$ cat config.mk
export PLATFORM = sky130hd
export DESIGN_NAME = multicycle_main_control
export DESIGN_NICKNAME = d
export VERILOG_FILES = /design/src/rtl/multicycle_main_control.sv
export SDC_FILE = /design/constraint.sdc
export NUM_CORES = 1
export LEC_CHECK = 0
export BUFFER_PORTS_ARGS = -buffer_cell sky130_fd_sc_hd__buf_2
export CAP_MARGIN = 15
export CORE_ASPECT_RATIO = 1.2
export CORE_MARGIN = 2
export CORE_UTILIZATION = 34
export DETAILED_ROUTE_END_ITERATION = 12
export HOLD_SLACK_MARGIN = 0.12
export PLACE_DENSITY_LB_ADDON = 0.08
export REMOVE_ABC_BUFFERS = 1
export SLEW_MARGIN = 25
export SYNTH_ARGS = -nofsm -noshare
export SYNTH_HDL_FRONTEND = slang
export SYNTH_SLANG_ARGS = --single-unit
$ cat constraint.sdc
create_clock -name clk -period 1.8 [get_ports clk]
set_input_delay 0.36 -clock clk [delete_from_list [all_inputs] [get_ports clk]]
set_output_delay 0.36 -clock clk [all_outputs]
set_load 0.02 [all_outputs]
$ cat src/rtl/multicycle_main_control.sv
// Main control FSM for the multicycle MIPS datapath.
// Define IMM_ALU_OPS_EN to enable addi/andi/ori/slti decode.
module multicycle_main_control (
  input  logic       clk,
  input  logic       rst_n,
  input  logic [5:0] mem_op,
  input  logic       mem_ready,
  output logic       PCWrite,
  output logic       PCWriteCond,
  output logic       IorD,
  output logic       MemRead,
  output logic       MemWrite,
  output logic       IRWrite,
  output logic       MemtoReg,
  output logic       ALUSrcA,
  output logic       RegWrite,
  output logic       RegDst,
  output logic [1:0] PCSource,
  output logic [1:0] ALUSrcB,
  output logic [1:0] ALUOp,
  output logic       Inm,
  output logic [3:0] ALUOpFinal,
  output logic       illegal_op,
  output logic [3:0] state
);

  typedef enum logic [3:0] {
    FETCH     = 4'd0,
    DECODE    = 4'd1,
    MEM_ADDR  = 4'd2,
    MEM_READ  = 4'd3,
    MEM_WB    = 4'd4,
    MEM_WRITE = 4'd5,
    R_EXEC    = 4'd6,
    R_WB      = 4'd7,
    BRANCH    = 4'd8,
    JUMP      = 4'd9,
    I_EXEC    = 4'd10,
    I_WB      = 4'd11,
    INIT      = 4'd12
  } st_t;

  localparam logic [5:0] OP_R   = 6'b000000;
  localparam logic [5:0] OP_LW  = 6'b100011;
  localparam logic [5:0] OP_SW  = 6'b101011;
  localparam logic [5:0] OP_BEQ = 6'b000100;
  localparam logic [5:0] OP_J   = 6'b000010;

  st_t        cur;
  st_t        dec_nxt;
  logic [5:0] opc;
  logic       is_r;
  logic       is_lw;
  logic       is_sw;
  logic       is_beq;
  logic       is_j;
  logic       is_imm;
  logic       legal;
  logic [3:0] imm_code;

  assign is_r   = (opc == OP_R);
  assign is_lw  = (opc == OP_LW);
  assign is_sw  = (opc == OP_SW);
  assign is_beq = (opc == OP_BEQ);
  assign is_j   = (opc == OP_J);

`ifdef IMM_ALU_OPS_EN
  localparam logic [5:0] OP_ADDI = 6'b001000;
  localparam logic [5:0] OP_ANDI = 6'b001100;
  localparam logic [5:0] OP_ORI  = 6'b001101;
  localparam logic [5:0] OP_SLTI = 6'b001010;

  always_comb begin
    is_imm   = 1'b1;
    imm_code = 4'b0000;
    unique case (opc)
      OP_ADDI: imm_code = 4'b0010;
      OP_ANDI: imm_code = 4'b0000;
      OP_ORI:  imm_code = 4'b0001;
      OP_SLTI: imm_code = 4'b0111;
      default: is_imm   = 1'b0;
    endcase
  end
`else
  assign is_imm   = 1'b0;
  assign imm_code = 4'b0000;
`endif

  assign legal = is_r | is_lw | is_sw
               | is_beq | is_j | is_imm;

  always_comb begin
    dec_nxt = FETCH;
    unique case (1'b1)
      is_r:          dec_nxt = R_EXEC;
      is_lw | is_sw: dec_nxt = MEM_ADDR;
      is_beq:        dec_nxt = BRANCH;
      is_j:          dec_nxt = JUMP;
      is_imm:        dec_nxt = I_EXEC;
      default:       dec_nxt = FETCH;
    endcase
  end

  always_ff @(posedge clk or negedge rst_n) begin
    if (!rst_n) begin
      cur <= INIT;
      opc <= 6'b000000;
    end else begin
      case (cur)
        INIT:  cur <= FETCH;
        FETCH: if (mem_ready) begin
          cur <= DECODE;
          opc <= mem_op;
        end
        DECODE:   cur <= dec_nxt;
        MEM_ADDR: cur <= is_lw ? MEM_READ
                                : MEM_WRITE;
        MEM_READ:  if (mem_ready) cur <= MEM_WB;
        MEM_WRITE: if (mem_ready) cur <= FETCH;
        R_EXEC:    cur <= R_WB;
        I_EXEC:    cur <= I_WB;
        // write-backs, branch, jump and stray codes
        default:   cur <= FETCH;
      endcase
    end
  end

  assign state = cur;

  always_comb begin
    PCWrite     = 1'b0;
    PCWriteCond = 1'b0;
    IorD        = 1'b0;
    MemRead     = 1'b0;
    MemWrite    = 1'b0;
    IRWrite     = 1'b0;
    MemtoReg    = 1'b0;
    ALUSrcA     = 1'b0;
    RegWrite    = 1'b0;
    RegDst      = 1'b0;
    PCSource    = 2'b00;
    ALUSrcB     = 2'b00;
    ALUOp       = 2'b00;
    Inm         = 1'b0;
    ALUOpFinal  = 4'b0000;
    illegal_op  = 1'b0;
    case (cur)
      FETCH: begin
        MemRead = 1'b1;
        ALUSrcB = 2'b01;
        IRWrite = mem_ready;
        PCWrite = mem_ready;
      end
      DECODE: begin
        ALUSrcB    = 2'b11;
        illegal_op = ~legal;
      end
      MEM_ADDR: begin
        ALUSrcA = 1'b1;
        ALUSrcB = 2'b10;
      end
      MEM_READ: begin
        MemRead = 1'b1;
        IorD    = 1'b1;
      end
      MEM_WRITE: begin
        MemWrite = 1'b1;
        IorD     = 1'b1;
      end
      MEM_WB: begin
        RegWrite = 1'b1;
        MemtoReg = 1'b1;
      end
      R_EXEC: begin
        ALUSrcA = 1'b1;
        ALUOp   = 2'b10;
      end
      R_WB: begin
        RegWrite = 1'b1;
        RegDst   = 1'b1;
      end
      BRANCH: begin
        ALUSrcA     = 1'b1;
        ALUOp       = 2'b01;
        PCWriteCond = 1'b1;
        PCSource    = 2'b01;
      end
      JUMP: begin
        PCWrite  = 1'b1;
        PCSource = 2'b10;
      end
`ifdef IMM_ALU_OPS_EN
      I_EXEC: begin
        ALUSrcA    = 1'b1;
        ALUSrcB    = 2'b10;
        Inm        = 1'b1;
        ALUOpFinal = imm_code;
      end
      I_WB: RegWrite = 1'b1;
`endif
      default: ;
    endcase
  end

endmodule

==> metrics.md <==
| Metric | Value |
|---|---|
| Worst setup margin | `-0.06869 ns` |
| P_sw | `0.6425 mW` |
| Initial antenna violation count | `0` |
| Maximum clock rate | `535.1 MHz` |
| DRC Markers | `0` |
| Sequential-to-total area share from yosys stat | `0.3406` |
| CP endpoint kind | `output pin` |
| R2R setup slack | `0.29 ns` |
| Initial Util | `0.3581` |
| Share of layout cells above drive strength 1 | `0.5682` |
| Overall Global Routing Usage | `0.1653` |
| Max IR drop VDD | `802.1 uV` |
| Commonest register cell after synthesis | `dfrtp_1` |
| Die Y | `55.18 um` |
| Critical R2R Capture | `state[0]` |
| GP Congestion | `0.8443` |
| WL/cell | `12.59 um` |
| Clock-pin slew on the worst setup and hold paths | `0.06 ns` |
| Post-layout util | `0.5453` |
| Setup_tns | `-0.1494 ns` |
| Crit path required time | `1.44 ns` |
| Failing checks | `negative setup slack` |
| Clk_skew | `0.001037 ns` |
| Startpoint types | `register` |
| TritonCTS clock tree | `yes` |
| # rows | `18` |
| Hold Violations, Final | `0` |
| Library cells used by synthesis | `31` |
| Period utilization | `1.038` |
| Worst skew pair latency | `0.25 ns` |
| Synth area leader | `dfrtp_1` |
| First-pass GRT wire length | `3015 um` |
| Area share of the largest cell type after synthesis | `0.2698` |
| Max-cap viol count | `0` |
| Sink Count | `10` |
| Initial drt markers | `12` |
| R2r startpoint | `state[3]` |
| Largest net degree at the start of global routing | `11` |
| Area Overhead vs Synth | `52.28%` |
| Hold depth | `2` |
| Pre-CTS setup slack | `0.09441 ns` |
| Num CTS Buffers | `3` |
| Min-Delay Endpoint | `opc[0]` |
| Final setup violation count | `4` |
| Total grt overflow | `0` |
| Part of the power in the clock network | `0.099` |
| Ant. Diodes | `0` |
| Post-Syn Instances | `89` |
| Chip Width | `46.65 um` |
| EDFF count, synth | `0` |
| Via/cell ratio | `4.870` |
| Root Buffer | `clkbuf_4` |
| Arrival @ worst endpoint | `1.51 ns` |
| Async S/R FF share, synth | `1.000` |
| P_leak | `0.5304 nW` |
| Vias in the first global route | `714` |
| NumNets Final | `143` |
| Pwr dens | `1273 nW/um^2` |
| H-tree levels | `1` |
| Port Buffers | `29` |
| Reg2Reg Depth | `7` |
| Syn avg cell area | `8.337 sq um` |
| Synthesis-stage register bit count | `10` |
| Critical path class | `register to output pin` |
| Synth top cells by count | `nor2_1 (9), nor3_1 (9), dfrtp_1 (8)` |
| Status | `finished, violations left` |
| Final wirelength | `2039 um` |
| Switching Share | `0.4467` |
| Int Pwr | `0.7957 mW` |
| DP Wirelength | `1378 um` |
| Min-delay worst type | `input port to register` |
| Seq pwr share | `0.294` |
| 1st-pass router iterations | `3` |
| Mapped cell area | `742.0 sq um` |
| Clock Path Buffers | `2` |
| Fin crit period | `1.869 ns` |
| Vias | `789` |
| Detail Route Antenna Nets | `0` |
| Synth top area cells | `dfrtp_1 (27%), mux2_2 (9.1%), buf_4 (7.1%)` |
| Io pins | `35` |
| CP Max Fanout | `3` |
| Die Area | `2574 sq um` |
| Part of the power in combinational logic | `0.607` |
| Total of warnings raised by yosys | `0` |
| Core Area | `2072 sq um` |
| Final Max Slew Viols | `0` |
| Hold path start | `mem_op[0]` |
| Unrepaired setup endpoints after global routing | `yes` |
==> how the worst max path moves through the flow <==
stage,startpoint,to,slack (ns),depth (start not counted)
after global placement,opc[0],illegal_op,0.15,5
after floorplan,state[3],PCSource[0],-0.35,2
after global routing,opc[3],illegal_op,-0.17,5
final,opc[3],illegal_op,-0.07,5
after CTS,opc[0],illegal_op,-0.09,5
after detailed placement,state[3],RegWrite,0.09,4
==> layout make-up <==
cell class | instances | area (sq um)
multi-input cells | 68 | 491.7
inverters | 4 | 15.01
flip-flops and latches | 10 | 254.0
fillers | 219 | 942.2
well taps | 30 | 37.54
clock buffers | 3 | 22.52
repair buffers | 47 | 309.0
==> through the flow <==
step | instance area, sq um | power (mW) | std cells | hold slack [ns]
after global placement | 883.3 | 1.105 | 144 | 0.2301
after global routing | 1130 | 1.546 | 162 | 0.3198
after CTS | 1007 | 1.350 | 156 | 0.3187
after floorplan | 678.2 | 0.8843 | 82 | 0.06441
final | 1130 | 1.438 | 162 | 0.3309
after detailed placement | 883.3 | 1.109 | 144 | 0.2297
==> routing by layer <==
layer,wire length [um],track usage,vias to the layer above,share of wire
li1,-,-,389,-
met1,832,0.1948,373,0.41
met2,1054,0.2847,23,0.52
met3,108,0.009740,4,0.053
met4,43,0.1111,0,0.021
met5,0,0,-,0
==> cells in the final DEF (no fill, tap or decap), types with 2 or more instances in the layout <==
cell	Yosys	final
buf_2	3	23
buf_4	7	20
nor2_1	9	8
dfrtp_1	8	7
a21oi_1	6	6
nor3_2	0	6
mux2_2	6	6
conb_1	1	5
nand3_1	4	4
inv_1	3	3
nand2_1	3	3
nor3_1	9	3
o21ai_0	5	3
clkbuf_4	0	3
buf_6	1	3
nand2b_4	0	2
o21ai_1	1	2
nor3b_1	2	2
dfstp_2	2	2
==> cell families after synthesis <==
logic type / after synthesis / synth area share
simple gates: 38 / 0.2782
compound gates: 17 / 0.1349
buf+inv: 15 / 0.1265
flops: 10 / 0.3406
mux: 6 / 0.09106
xor+xnor: 2 / 0.02361
other cells: 1 / 0.005054
==> worst max-delay path, cell delays in order, from the launching register on <==
cell and delay [ns]:
dfrtp_1 0.38, or3_4 0.41, o21ai_2 0.11, nand2_1 0.07
nor3b_1 0.13, buf_2 0.16
==> power by group through the flow <==
stage          registers [mW]  logic, mW  clock network (mW)
2_1_floorplan           0.433      0.451                   0
3_3_place_gp            0.421      0.684                   0
3_5_place_dp            0.424      0.686                   0
4_1_cts                 0.415      0.782               0.153
5_1_grt                 0.437      0.948               0.161
6_report                0.422      0.873               0.143
==> what timing repair did <==
action                                  CTS  global route
endpoints found under the hold margin     8             0
endpoints found under the setup margin   12            14
pin swaps                                 3             4
resized for setup                        10            19
hold buffers                              1             0
buffers inserted                          8             6
==> flip-flops by register name, indices dropped and copies added (netlist names) <==
signal  flops
opc         6
state       4
(Power assumes the default switching activity.)
